### config.mk
export PLATFORM = sky130hd
export DESIGN_NAME = uart_tx_serializer_param
export DESIGN_NICKNAME = d
export VERILOG_FILES = /design/src/rtl/uart_tx_serializer_param.sv
export SDC_FILE = /design/constraint.sdc
export NUM_CORES = 1
export LEC_CHECK = 0
export BUFFER_PORTS_ARGS = -buffer_cell sky130_fd_sc_hd__buf_2
export CAP_MARGIN = 25
export CORE_MARGIN = 2
export CORE_UTILIZATION = 46
export DETAILED_ROUTE_END_ITERATION = 8
export GPL_TIMING_DRIVEN = 0
export PLACE_DENSITY = 0.72
export SLEW_MARGIN = 20
export SYNTH_ARGS = -nofsm -noshare
export SYNTH_HDL_FRONTEND = slang
export SYNTH_SLANG_ARGS = --single-unit
export TNS_END_PERCENT = 10
### constraint.sdc
create_clock -name CLK -period 1.6 [get_ports CLK]
set_clock_uncertainty 0.05 [all_clocks]
set_input_delay 0.24 -clock CLK [delete_from_list [all_inputs] [get_ports CLK]]
set_output_delay 0.24 -clock CLK [all_outputs]
set_load 0.05 [all_outputs]
### src/rtl/uart_tx_serializer_param.sv
`default_nettype none
// =============================================================================
// uart_tx_serializer_param
// Parallel-to-serial UART TX shifter with selectable bit order and load-time parity.
// Revision: 1.0
// =============================================================================
module uart_tx_serializer_param #(
  parameter int DATA_WIDTH = 8,
  parameter bit MSB_FIRST  = 1'b0
) (
  input  logic                  CLK,
  input  logic                  RST,
  input  logic [DATA_WIDTH-1:0] In_Data,
  input  logic                  Data_Valid,
  input  logic                  Busy_In,
  input  logic                  Par_Type,
  input  logic                  ser_en,
  output logic                  Out_Data,
  output logic                  ser_done,
  output logic                  ser_active,
  output logic                  Par_Bit
);

  localparam int                 C_CNT_W    = $clog2(DATA_WIDTH + 1);
  localparam logic [C_CNT_W-1:0] C_CNT_LOAD = C_CNT_W'(DATA_WIDTH);
  localparam logic [C_CNT_W-1:0] C_CNT_ONE  = C_CNT_W'(1);

  logic [DATA_WIDTH-1:0] r_sreg;
  logic [C_CNT_W-1:0]    r_cnt;
  logic                  r_done;
  logic                  r_active;
  logic                  r_par;

  logic                  w_load;
  logic                  w_shift;
  logic [DATA_WIDTH-1:0] w_sreg_shifted;

  // A load always pre-empts a shift requested in the same cycle.
  assign w_load  = Data_Valid & ~Busy_In;
  assign w_shift = ~w_load & ser_en & (r_cnt != '0);

  generate
    if (MSB_FIRST) begin : g_msb_first
      assign w_sreg_shifted = {r_sreg[DATA_WIDTH-2:0], 1'b0};
      assign Out_Data       = r_sreg[DATA_WIDTH-1];
    end else begin : g_lsb_first
      assign w_sreg_shifted = {1'b0, r_sreg[DATA_WIDTH-1:1]};
      assign Out_Data       = r_sreg[0];
    end
  endgenerate

  always_ff @(posedge CLK or posedge RST) begin
    if (RST) begin
      r_sreg   <= '0;
      r_cnt    <= '0;
      r_done   <= 1'b0;
      r_active <= 1'b0;
      r_par    <= 1'b0;
    end else if (w_load) begin
      r_sreg   <= In_Data;
      r_cnt    <= C_CNT_LOAD;
      r_done   <= 1'b0;
      r_active <= 1'b1;
      r_par    <= Par_Type ? ~^In_Data : ^In_Data;
    end else if (w_shift) begin
      r_sreg <= w_sreg_shifted;
      r_cnt  <= r_cnt - C_CNT_ONE;
      if (r_cnt == C_CNT_ONE) begin
        r_done   <= 1'b1;
        r_active <= 1'b0;
      end else begin
        r_done <= 1'b0;
      end
    end
  end

  assign ser_done   = r_done;
  assign ser_active = r_active;
  assign Par_Bit    = r_par;

endmodule
`default_nettype wire

# After elaboration in Yosys (flattened, before gate mapping)
# Index checks and enable logic that the tools add are counted.
dict set report totals {
  regBits 15
  in_bits 14
  output_inout_bits 4
  wordCells 29
}
dict set report classes {
  n_addsub 1
  n_eq_ne 1
  muxes 11
  bitwise 5
  n_reduce_logical 6
}
# cell n
set ops {}
lappend ops {{8-bit two-way mux} 2}
lappend ops {{4-bit two-way mux} 2}
lappend ops {{8-bit XNOR reduction} 1}
lappend ops {{8-bit parity} 1}
lappend ops {{1-bit two-way mux} 7}
lappend ops {{4-bit by 1-bit == test with 1-bit output, second input constant} 1}
lappend ops {{2-bit nonzero test} 2}
lappend ops {{4-bit nonzero test} 1}
lappend ops {{4-bit by 1-bit subtractor with 4-bit output, second input constant} 1}
lappend ops {{1-bit AND} 3}
lappend ops {{1-bit inverter} 2}
lappend ops {{2-bit AND reduction} 1}

# Depth between registers and ports, before layout
# Gate-level depths: netlist of the first run.
dict set report depth {
  word_depth 7
  depth_mapped 7
  depth_no_buf 6
}

# Worst setup path after synthesis of the first run
# No wires, ideal clock.
dict set report synth_timing {
  path_kind {flip-flop to flip-flop}
  from {register r_cnt[0]}
  to {register r_sreg[0]}
  setup_time_ns 0.122
  t_arrival_ns 1.470
  required_ns 1.428
  path_slack_ns -0.043
  path_stages_with_launch 8
  n_path_buf 1
  period_less_slack_ns 1.643
  cell_sequence {dfrtp_1 -> inv_1 -> ha_1 -> or3b_4 -> and2_4 -> buf_6 -> a21oi_1 -> a21oi_1}
}
dict set report synth_via {
  elab_chain_len 3
}
# item line_no
set synth_rtl {}
lappend synth_rtl {{from (decl)} 29} ;# logic [C_CNT_W-1:0] r_cnt;
lappend synth_rtl {{from (signal assigned)} 67} ;# r_cnt <= r_cnt - C_CNT_ONE;
lappend synth_rtl {{4-bit nonzero test} 40} ;# assign w_shift = ~w_load & ser_en & (r_cnt != '0);
lappend synth_rtl {{1-bit AND} 40}
lappend synth_rtl {{2-bit nonzero test (no source line)} n/a}
lappend synth_rtl {{to (signal assigned)} 60} ;# r_sreg <= In_Data;
lappend synth_rtl {{to (signal assigned)} 66} ;# r_sreg <= w_sreg_shifted;
lappend synth_rtl {{to (decl)} 28} ;# logic [DATA_WIDTH-1:0] r_sreg;
# Every way passes these cells.
# A chain may end at the register's enable or synchronous reset.

# Worst setup path in the final report of the first run
dict set report layout_timing {
  from {register r_cnt[0]}
  to {register r_sreg[3]}
}
# The elaborated chain is that of the path after synthesis.

==> impl_metrics.csv, run 1 <==
group,metric,value,unit
outcome,status,"finished, violations left",
outcome,violations,"setup timing",
yosys,synth_ff_type,"sky130_fd_sc_hd__dfrtp_1",
yosys,multiplexer_fraction_of_the_synthesized_cell_area,0,%
worst_setup_path,worst-setup-path-type,"register to register",
yosys,post_synth_xor_area_fraction,12.80,%
yosys,number_of_warning_messages_in_the_yosys_log,0,
worst_setup_path,reg2reg_setup_slack,-50,ps
floorplan,floorplan.io_pins,18,
clocking,clockRootBuffer,"sky130_fd_sc_hd__clkbuf_4",
pwr,power.static_leakage,0.4996,nW
layout,insertedDiodeCount,0,
clocking,numCtsBuffers,3,
worst_setup_path,crit_path_start_kind,"register",
clocking,h-tree-depth,1,
floorplan,coreArea,1559,sq um
detailed_routing,drt-total-wl,1.603,mm
yosys,synth_sequential_area_ratio,47.39,%
yosys,synth_top_area_share,47.39,%
yosys,syn_nets,102,
worst_setup_path,critical-path-top-delay-family,"simple AND/OR/NAND/NOR gates",
yosys,synthesis.area,792.0,sq um
floorplan,die_footprint,2070,sq um
worst_setup_path,crit_path_end_kind,"register",
timing,fmax,0.6065,GHz
layout,final_util,68.86,%
worst_hold_path,holdCritPathClass,"primary input to register",
yosys,synth_simple_gate_area_share,18.01,%
yosys,synth_compound_gate_area_share,13.27,%
clocking,cts_max_path_buffers,2,
timing,worst_slew_pin_slew,618.6,ps
yosys,synthesis.instances,85,
timing,maxSlewViolCount,0,
timing,hold_slack,149.8,ps
detailed_routing,drt_iter0_markers,12,
worst_setup_path,cp.required,1720,ps
yosys,post_synth_main_area_contributors,"sky130_fd_sc_hd__dfrtp_1, sky130_fd_sc_hd__a21oi_1, sky130_fd_sc_hd__nand2_1",
yosys,async_flop_share,100.0,%
worst_setup_path,crit_path_cell_trace,"inv_2 > ha_1 > or3b_4 > and2_4 > buf_8 > a21oi_2 > a21oi_1",
detailed_routing,wire_per_inst,12.43,microns
worst_setup_path,crit_path_max_incr_delay,410,ps
layout,area_growth_synth_to_finish,35.55,%
layout,num-fill-cells,126,
worst_setup_path,critical_path.reg2reg.startpoint,"r_cnt[0]",
timing,post-route-min-period,1649,ps
floorplan,die_width,45.50,microns
worst_setup_path,cp_max_fo,5,
run,max_cap_violations,0,
detailed_routing,vias_per_cell,5.031,
pwr,totalPowerFinal,1.469,mW
global_routing,groute.usage.overall,18.51,%
timing,setup_viol,8,
global_routing,pin_count_of_the_biggest_net_entering_global_routing,16,
placed_design,gp_congestion,0.7695,
worst_setup_path,slowest_library_cell_on_the_worst_path,"sky130_fd_sc_hd__dfrtp_1",
timing,max-slew-margin-rel,58.76,%
worst_setup_path,worst-endpoint-arrival,1770,ps
global_routing,grt_first_pass_wirelength,2.615,mm
pwr,vdd.ir_drop.worst,0.6952,mV
yosys,synth_enable_flop_cells,0,
floorplan,fp.dieH,45.50,microns
global_routing,via_count_of_the_first_global_routing_pass,640,
layout,final_layout_size_suffix_gt1_share,38.94,%
worst_setup_path,timing.critical_path.depth,7,
floorplan,initial_core_utilization,50.80,%
yosys,postSynthAreaPerCell,9.318,sq um
clocking,insertion_delay,290,ps
layout,layout.nets,131,
worst_setup_path,reg2reg_depth,7,
detailed_routing,detail_route.first_pass.iterations,5,
timing,grt_setup_unrepaired,"yes",
clocking,clk_pin_slew_worst_paths,90,ps
yosys,synth_top_area_cell,"sky130_fd_sc_hd__dfrtp_1",
timing,fin_crit_sh,103.1,%
detailed_routing,remaining_drc_errors,0,
global_routing,grt-ovfl-total,0,
yosys,combinational_family_with_the_most_area_after_synthesis,"simple AND/OR/NAND/NOR gates",
placed_design,detailed_place_hpwl,1.066,mm
worst_setup_path,endpoint,"r_sreg[3]",
yosys,synth.ff_latch_count,15,
timing,hold_violations,0,
worst_setup_path,worst_setup_path_startpoint,"r_cnt[0]",
layout,final_cell_area,1074,sq um
global_routing,antenna_found_initial,0,
timing,setup_slack,-48.89,ps
yosys,synth.cells.most_frequent,"sky130_fd_sc_hd__a21oi_1, sky130_fd_sc_hd__dfrtp_1, sky130_fd_sc_hd__nand2_1",
worst_setup_path,timing.critical_path.buf_inv,2,
yosys,post_synth_num_cell_types,20,
yosys,synth-adder-area-share,4.739,%
pwr,power_per_cell_area,1369,nW/um^2
floorplan,fp-row-count,14,
clocking,tritoncts,"done",
placed_design,detailed_place.area,923.4,sq um
clocking,clkSinkCount,15,
worst_setup_path,worstReg2RegEnd,"r_sreg[3]",
detailed_routing,postRouteAntennaNets,0,
placed_design,port_buffer_count,17,
detailed_routing,num_vias,649,
## layer usage
layer | part of all wire, % | routed length (microns) | track usage, % | up-vias
met5 | 0 | 0 | 0 | -
li1 | - | - | - | 339
met4 | 1.2 | 20 | 12.35 | 0
met2 | 47 | 760 | 30.14 | 20
met1 | 47 | 750 | 20.10 | 287
met3 | 4.5 | 72 | 6.349 | 3
## cell usage in the layout (no fill, tap or decap), drive strengths merged
master and n:
dfrtp 15, clkbuf 6, inv 3, or3b 1, buf 24, a21o 1
nor3 1, a211oi 1, and2 1, xor2 4, dlygate4sd3 1, o21ai 2
nor2 11, xnor2 5, nand2b 1, a21oi 15, nor2b 1, ha 3
nand3 3, xnor3 1, nand2 13
## registers in the layout, indices dropped and copies added (netlist names)
| register | cells |
|---|---|
| r_sreg | 8 |
| Par_Bit | 1 |
| ser_active | 1 |
| ser_done | 1 |
| r_cnt | 4 |
## worst min path at each step
stage / depth (start not counted) / start / slack [ps] / end
6_report: 3 / In_Data[7] / 150 / r_sreg[7]
5_1_grt: 3 / In_Data[7] / 150 / r_sreg[7]
4_1_cts: 3 / In_Data[7] / 140 / r_sreg[7]
3_5_place_dp: 2 / RST / 280 / r_sreg[0]
3_3_place_gp: 2 / RST / 280 / r_sreg[0]
2_1_floorplan: 1 / RST / 90 / Par_Bit
## stage by stage
step                worst slack [ps]  instances  TNS [ps]
floorplan                     -21.51         85    -147.1
global placement              -107.9        118    -736.5
detailed placement            -119.1        118    -934.4
CTS                           -46.74        129    -221.1
global route                  -127.4        129     -1117
finish                        -48.89        129    -201.7
## power breakdown
group	internal (mW)	switching (mW)	total (mW)	leakage [nW]
Combinational	0.332	0.353	0.685	0.307
Sequential	0.485	0.0801	0.565	0.178
Clock	0.0970	0.122	0.219	0.0150
Total	0.913	0.556	1.47	0.500
## what timing repair did
item                                   CTS  global route
hold buffers                             1             0
resized for setup                        6             8
buffers inserted                         5             0
pin swaps                               14             4
setup endpoints to repair               11            13
endpoints found under the hold margin   15             0
cloned                                   1             0
## cells by family after synthesis
| family | Yosys count |
|---|---|
| and+or+nand+nor | 32 |
| adders and majority gates | 3 |
| buffers and inverters | 6 |
| AOI/OAI and AO/OA | 19 |
| DFF | 15 |
| xor gates and xnor gates | 10 |
## cell type report
cell class                 instances  area, sq um  area share [%]
clock buffer                       4        26.28           2.448
tap                               16        20.02           1.865
multi-input combinational         64        457.9           42.66
sequential                        15        375.4           34.97
inverter                           3        11.26           1.049
buffer                             3        22.52           2.098
timing repair buffer              24        160.2           14.92
## worst min-delay path: stages
cell and delay, ps:
sky130_fd_sc_hd__buf_2 100, sky130_fd_sc_hd__nand2_1 60, sky130_fd_sc_hd__o21ai_2 50
(Power assumes the default switching activity.)
==> run 2, diff against run 1 <==
BUFFER_PORTS_ARGS = not set   (was -buffer_cell sky130_fd_sc_hd__buf_2)
CORE_UTILIZATION = 53   (was 46)
DONT_BUFFER_PORTS = 1   (was not set)
PLACE_DENSITY = 0.71   (was 0.72)
RECOVER_POWER = 25   (was not set)
==> run 2 against run 1 <==
Against the previous run:
- maximum frequency down 1.4%
- setup slack worse by 24 ps
- sequential power up 16%
- largest cell class unchanged
- the run still ends with setup timing left
- die area down 12%
- cell area down 5.6%
- sequential cell count unchanged
- highest routed layer unchanged
- largest power group is now registers
- global-route usage up 2.3 points
- sequential share of layout area up 2.1 points
- power up 1.9%
- hold slack worse by 110 ps
- critical endpoint unchanged
- wire length up 8.0%
- first-iteration DRC count up 25%
==> impl_metrics.csv, run 2 (synthesized netlist as in run 1, its figures left out) <==
group,metric,value,unit
detailed_routing,drt-total-wl,1.731,mm
global_routing,grt-ovfl-total,0,
clocking,clk_pin_slew_worst_paths,90,ps
timing,fmax,0.5979,GHz
global_routing,pin_count_of_the_biggest_net_entering_global_routing,16,
placed_design,gp_congestion,0.7694,
global_routing,groute.usage.overall,20.79,%
worst_setup_path,reg2reg_depth,7,
layout,layout.nets,116,
global_routing,antenna_found_initial,0,
clocking,clkSinkCount,15,
clocking,tritoncts,"done",
worst_setup_path,worst-setup-path-type,"register to register",
timing,max-slew-margin-rel,58.61,%
worst_setup_path,cp_max_fo,5,
global_routing,via_count_of_the_first_global_routing_pass,618,
detailed_routing,detail_route.first_pass.iterations,4,
global_routing,grt_first_pass_wirelength,2.684,mm
clocking,clockRootBuffer,"sky130_fd_sc_hd__clkbuf_4",
detailed_routing,postRouteAntennaNets,0,
placed_design,detailed_place.area,837.1,sq um
worst_setup_path,crit_path_start_kind,"register",
worst_setup_path,cp.required,1710,ps
timing,grt_setup_unrepaired,"yes",
detailed_routing,vias_per_cell,5.584,
clocking,h-tree-depth,1,
worst_hold_path,worst_hold_path.num_cells,2,
layout,registers.top_by_ff_count,"r_sreg",
floorplan,die_width,42.66,microns
timing,maxSlewViolCount,0,
clocking,insertion_delay,290,ps
layout,area_growth_synth_to_finish,27.96,%
detailed_routing,remaining_drc_errors,0,
placed_design,port_buffer_count,0,
clocking,numCtsBuffers,3,
layout,final_layout_size_suffix_gt1_share,32.65,%
floorplan,die_footprint,1819,sq um
floorplan,fp.dieH,42.66,microns
clocking,cts_max_path_buffers,2,
pwr,vdd.ir_drop.worst,1.142,mV
pwr,power.static_leakage,0.4443,nW
timing,post-route-min-period,1673,ps
layout,final_cell_area,1013,sq um
floorplan,initial_core_utilization,58.67,%
timing,worst_slew_pin_slew,620.8,ps
detailed_routing,num_vias,631,
layout,layout.cells.most_common,"sky130_fd_sc_hd__dfrtp_1",
worst_setup_path,crit_path_end_kind,"register",
worst_hold_path,holdCritPathClass,"primary input to register",
floorplan,floorplan.io_pins,18,
timing,fin_crit_sh,104.5,%
outcome,violations,"setup timing",
floorplan,coreArea,1350,sq um
floorplan,fp-row-count,13,
outcome,status,"finished, violations left",
layout,insertedDiodeCount,0,
worst_setup_path,reg2reg_setup_slack,-70,ps
layout,layout_common_cells,"sky130_fd_sc_hd__dfrtp_1, sky130_fd_sc_hd__nand2_1, sky130_fd_sc_hd__nor2_1",
timing,hold_violations,0,
run,max_cap_violations,0,
pwr,power_per_cell_area,1477,nW/um^2
detailed_routing,drt_iter0_markers,15,
timing,setup_slack,-72.54,ps
timing,setup_viol,11,
worst_setup_path,worst-endpoint-arrival,1790,ps
layout,largestRegisters,"r_sreg x8, r_cnt x4",
placed_design,detailed_place_hpwl,1.084,mm
detailed_routing,wire_per_inst,15.32,microns
layout,largest_reg_flops,8,
placed_design,placement.setup.worst_slack,-128.8,ps
-- run 2: cell type report --
| cell class | instances | area (sq um) |
|---|---|---|
| timing repair buffer | 9 | 90.09 |
| multi-input combinational | 64 | 467.9 |
| tap | 15 | 18.77 |
| clock inverter | 1 | 5.005 |
| fill | 98 | 336.6 |
| sequential | 15 | 375.4 |
| buffer | 3 | 22.52 |
| clock buffer | 3 | 22.52 |
| inverter | 3 | 11.26 |
-- run 2: final timing paths --
check / startpoint / to
worst min-delay path: In_Data[7] / r_sreg[7]
worst min register to register: r_sreg[7] / r_sreg[7]
worst max-delay path: r_cnt[0] / r_sreg[3]
max in group asynchronous: RST / r_sreg[6]
min in group asynchronous: RST / r_sreg[0]
worst max register to register: r_cnt[0] / r_sreg[3]
-- run 2: per-layer routing --
layer  up-vias  part of all wire, %  track usage (%)
li1        305                    -                -
met1       300                   42            24.86
met2        22                   51            33.64
met3         4                  5.7            8.085
met4         0                  1.7            7.500
met5         -                    0                0
-- run 2: what timing repair did --
item                                    in CTS  in global routing
hold endpoints to repair                    15                  0
cloned                                       1                  0
hold buffers                                 1                  0
gates resized for setup                     12                  4
endpoints found under the setup margin      11                 13
buffers inserted                             5                  2
pin swaps                                   13                  6
-- run 2: per-stage QoR --
step           hold WS, ps  util [%]  TNS (ps)  power, mW  std cells
2_1_floorplan        91.48         -    -147.1     0.9656         85
3_3_place_gp         158.8     62.00    -771.3      1.022        100
3_5_place_dp         156.0     62.00     -1099      1.045        100
4_1_cts              48.74     72.57    -417.0      1.432        111
5_1_grt              27.95     75.07     -1154      1.587        113
6_report             41.06     75.07    -520.3      1.497        113
-- run 2: power breakdown --
part           switching (mW)  internal, mW  total, mW
clock                   0.118        0.0929      0.210
sequential              0.171         0.483      0.655
combinational           0.294         0.337      0.632
-- run 2: worst max-delay path, stage by stage (launching register included) --
cell and delay [ps]:
sky130_fd_sc_hd__dfrtp_1 410, sky130_fd_sc_hd__inv_2 90, sky130_fd_sc_hd__ha_4 110, sky130_fd_sc_hd__or3b_4 370, sky130_fd_sc_hd__and2_4 180, sky130_fd_sc_hd__buf_8 140, sky130_fd_sc_hd__a21oi_2 100, sky130_fd_sc_hd__a21oi_1 80
==> run 3, diff against run 2 <==
CORE_MARGIN = not set   (was 2)
==> run 3 against run 2 <==
Against the previous run:
- the run still ends with setup timing left
- core utilization fell by 1.9 points
- highest routed layer unchanged
- critical path type unchanged
- combinational power is 7.1% lower
- maximum frequency rose by 0.89%
==> impl_metrics.csv, run 3 (synthesized netlist as in run 1, its figures left out) <==
group,metric,value,unit
layout,registers.top_by_ff_count,"r_sreg",
worst_setup_path,slowest_library_cell_on_the_worst_path,"sky130_fd_sc_hd__dfrtp_1",
worst_setup_path,cp.required,1690,ps
worst_setup_path,worst-endpoint-arrival,1750,ps
timing,hold_slack,55.73,ps
detailed_routing,remaining_drc_errors,0,
pwr,cellInternalPower,0.8873,mW
worst_setup_path,crit_path_end_kind,"register",
layout,final_cell_area,987.2,sq um
floorplan,coreArea,1350,sq um
placed_design,placement.setup.worst_slack,-129.2,ps
worst_setup_path,worst-setup-path-type,"register to register",
placed_design,port_buffer_count,0,
run,max_cap_violations,0,
clocking,clk_pin_slew_worst_paths,90,ps
floorplan,die_footprint,1653,sq um
detailed_routing,detail_route.first_pass.iterations,4,
detailed_routing,wire_per_inst,14.65,microns
detailed_routing,num_vias,611,
floorplan,fp.dieH,40.66,microns
layout,largest_reg_flops,8,
detailed_routing,postRouteAntennaNets,0,
timing,maxSlewViolCount,0,
detailed_routing,vias_per_cell,5.407,
timing,worst_slew_pin_slew,570.3,ps
pwr,sequential_group_share_of_total_power,44.7,%
clocking,insertion_delay,280,ps
placed_design,gp_congestion,0.7293,
worst_hold_path,holdCritPathClass,"primary input to register",
timing,post-route-min-period,1658,ps
clocking,cts_max_path_buffers,2,
clocking,numCtsBuffers,3,
detailed_routing,drt-total-wl,1.655,mm
layout,layout_common_cells,"sky130_fd_sc_hd__dfrtp_1, sky130_fd_sc_hd__nand2_1, sky130_fd_sc_hd__nor2_1, sky130_fd_sc_hd__a21oi_1",
clocking,clockRootBuffer,"sky130_fd_sc_hd__clkbuf_4",
pwr,power.static_leakage,0.4374,nW
global_routing,grt_first_pass_wirelength,2.346,mm
global_routing,pin_count_of_the_biggest_net_entering_global_routing,16,
timing,setup_slack,-57.81,ps
layout,layout.nets,116,
outcome,status,"finished, violations left",
pwr,vdd.ir_drop.worst,0.9396,mV
worst_setup_path,cp_max_fo,5,
timing,grt_setup_unrepaired,"yes",
timing,hold_violations,0,
timing,max-slew-margin-rel,61.93,%
worst_setup_path,crit_path_max_incr_delay,410,ps
layout,final_layout_size_suffix_gt1_share,27.55,%
floorplan,initial_core_utilization,58.67,%
detailed_routing,drt_iter0_markers,10,
layout,area_growth_synth_to_finish,24.64,%
timing,setup_viol,10,
global_routing,grt-ovfl-total,0,
pwr,power_per_cell_area,1469,nW/um^2
pwr,switching_share,38.81,%
timing,fmax,0.6032,GHz
global_routing,antenna_found_initial,0,
clocking,h-tree-depth,1,
outcome,violations,"setup timing",
layout,insertedDiodeCount,0,
layout,layout.cells.most_common,"sky130_fd_sc_hd__dfrtp_1",
floorplan,floorplan.io_pins,18,
floorplan,die_width,40.66,microns
worst_setup_path,crit_path_cell_trace,"inv_2 > ha_4 > or3b_4 > and2_4 > buf_8 > nor2_2 > a211oi_2",
floorplan,fp-row-count,13,
timing,timing.setup.tns,-432.1,ps
pwr,totalPowerFinal,1.450,mW
pwr,power.switching,0.5628,mW
placed_design,detailed_place.area,837.1,sq um
global_routing,groute.usage.overall,23.17,%
worst_setup_path,crit_path_start_kind,"register",
timing,fin_crit_sh,103.6,%
global_routing,via_count_of_the_first_global_routing_pass,536,
layout,largestRegisters,"r_sreg x8, r_cnt x4",
clocking,clkSinkCount,15,
placed_design,detailed_place_hpwl,1.029,mm
clocking,tritoncts,"done",
pwr,pwr-share-comb,40.5,%
pwr,part_of_the_total_power_dissipated_in_the_clock_network,14.8,%
[run 3: worst paths after layout]
kind / start / to / slack [ps] / depth (start not counted)
max: r_cnt[0] / r_cnt[1] / -60 / 7
min: In_Data[0] / r_sreg[0] / 60 / 2
max reg2reg: r_cnt[0] / r_cnt[1] / -60 / 7
min reg2reg: r_sreg[7] / r_sreg[7] / 490 / 2
max in group asynchronous: RST / r_cnt[1] / 730 / 2
min in group asynchronous: RST / r_sreg[2] / 390 / 2
[run 3: power by group through the flow]
stage / registers (mW) / logic [mW] / clock network, mW
6_report: 0.648 / 0.587 / 0.215
5_1_grt: 0.663 / 0.629 / 0.243
4_1_cts: 0.644 / 0.543 / 0.231
3_5_place_dp: 0.661 / 0.374 / 0
3_3_place_gp: 0.656 / 0.367 / 0
2_1_floorplan: 0.643 / 0.322 / 0
[run 3: what timing repair did]
action | in CTS | in global routing
setup buffers | 5 | 1
hold buffers | 2 | 0
setup endpoints to repair | 11 | 13
resized for setup | 9 | 1
endpoints found under the hold margin | 16 | 0
pin swaps | 13 | 3
gates cloned | 1 | 0
[run 3: routing by layer]
metal	track usage [%]	wire (microns)	up-vias
li1	-	-	306
met1	25.80	706	293
met2	41.27	886	10
met3	7.609	56	2
met4	7.500	5	0
met5	0	0	-
[run 3: critical path: cells and delay by family, from the launching register on]
family          cells  cell delay, ps
simple gates        3             650
flops               1             410
buf+inv             2             230
fa+ha+maj           1             110
compound gates      1              60
[run 3: cell type report]
| type | instances | area (sq um) |
|---|---|---|
| Multi-Input combinational cell | 64 | 439.2 |
| Sequential cell | 15 | 375.4 |
| Fill cell | 94 | 362.8 |
| Timing Repair Buffer | 9 | 92.59 |
| Clock buffer | 3 | 22.52 |
| Buffer | 3 | 22.52 |
| Tap cell | 15 | 18.77 |
| Inverter | 3 | 11.26 |
| Clock inverter | 1 | 5.005 |
[run 3: stage by stage]
stage          instances  util [%]
2_1_floorplan         85         -
3_3_place_gp         100     62.00
3_5_place_dp         100     62.00
4_1_cts              112     72.57
5_1_grt              113     73.12
6_report             113     73.12
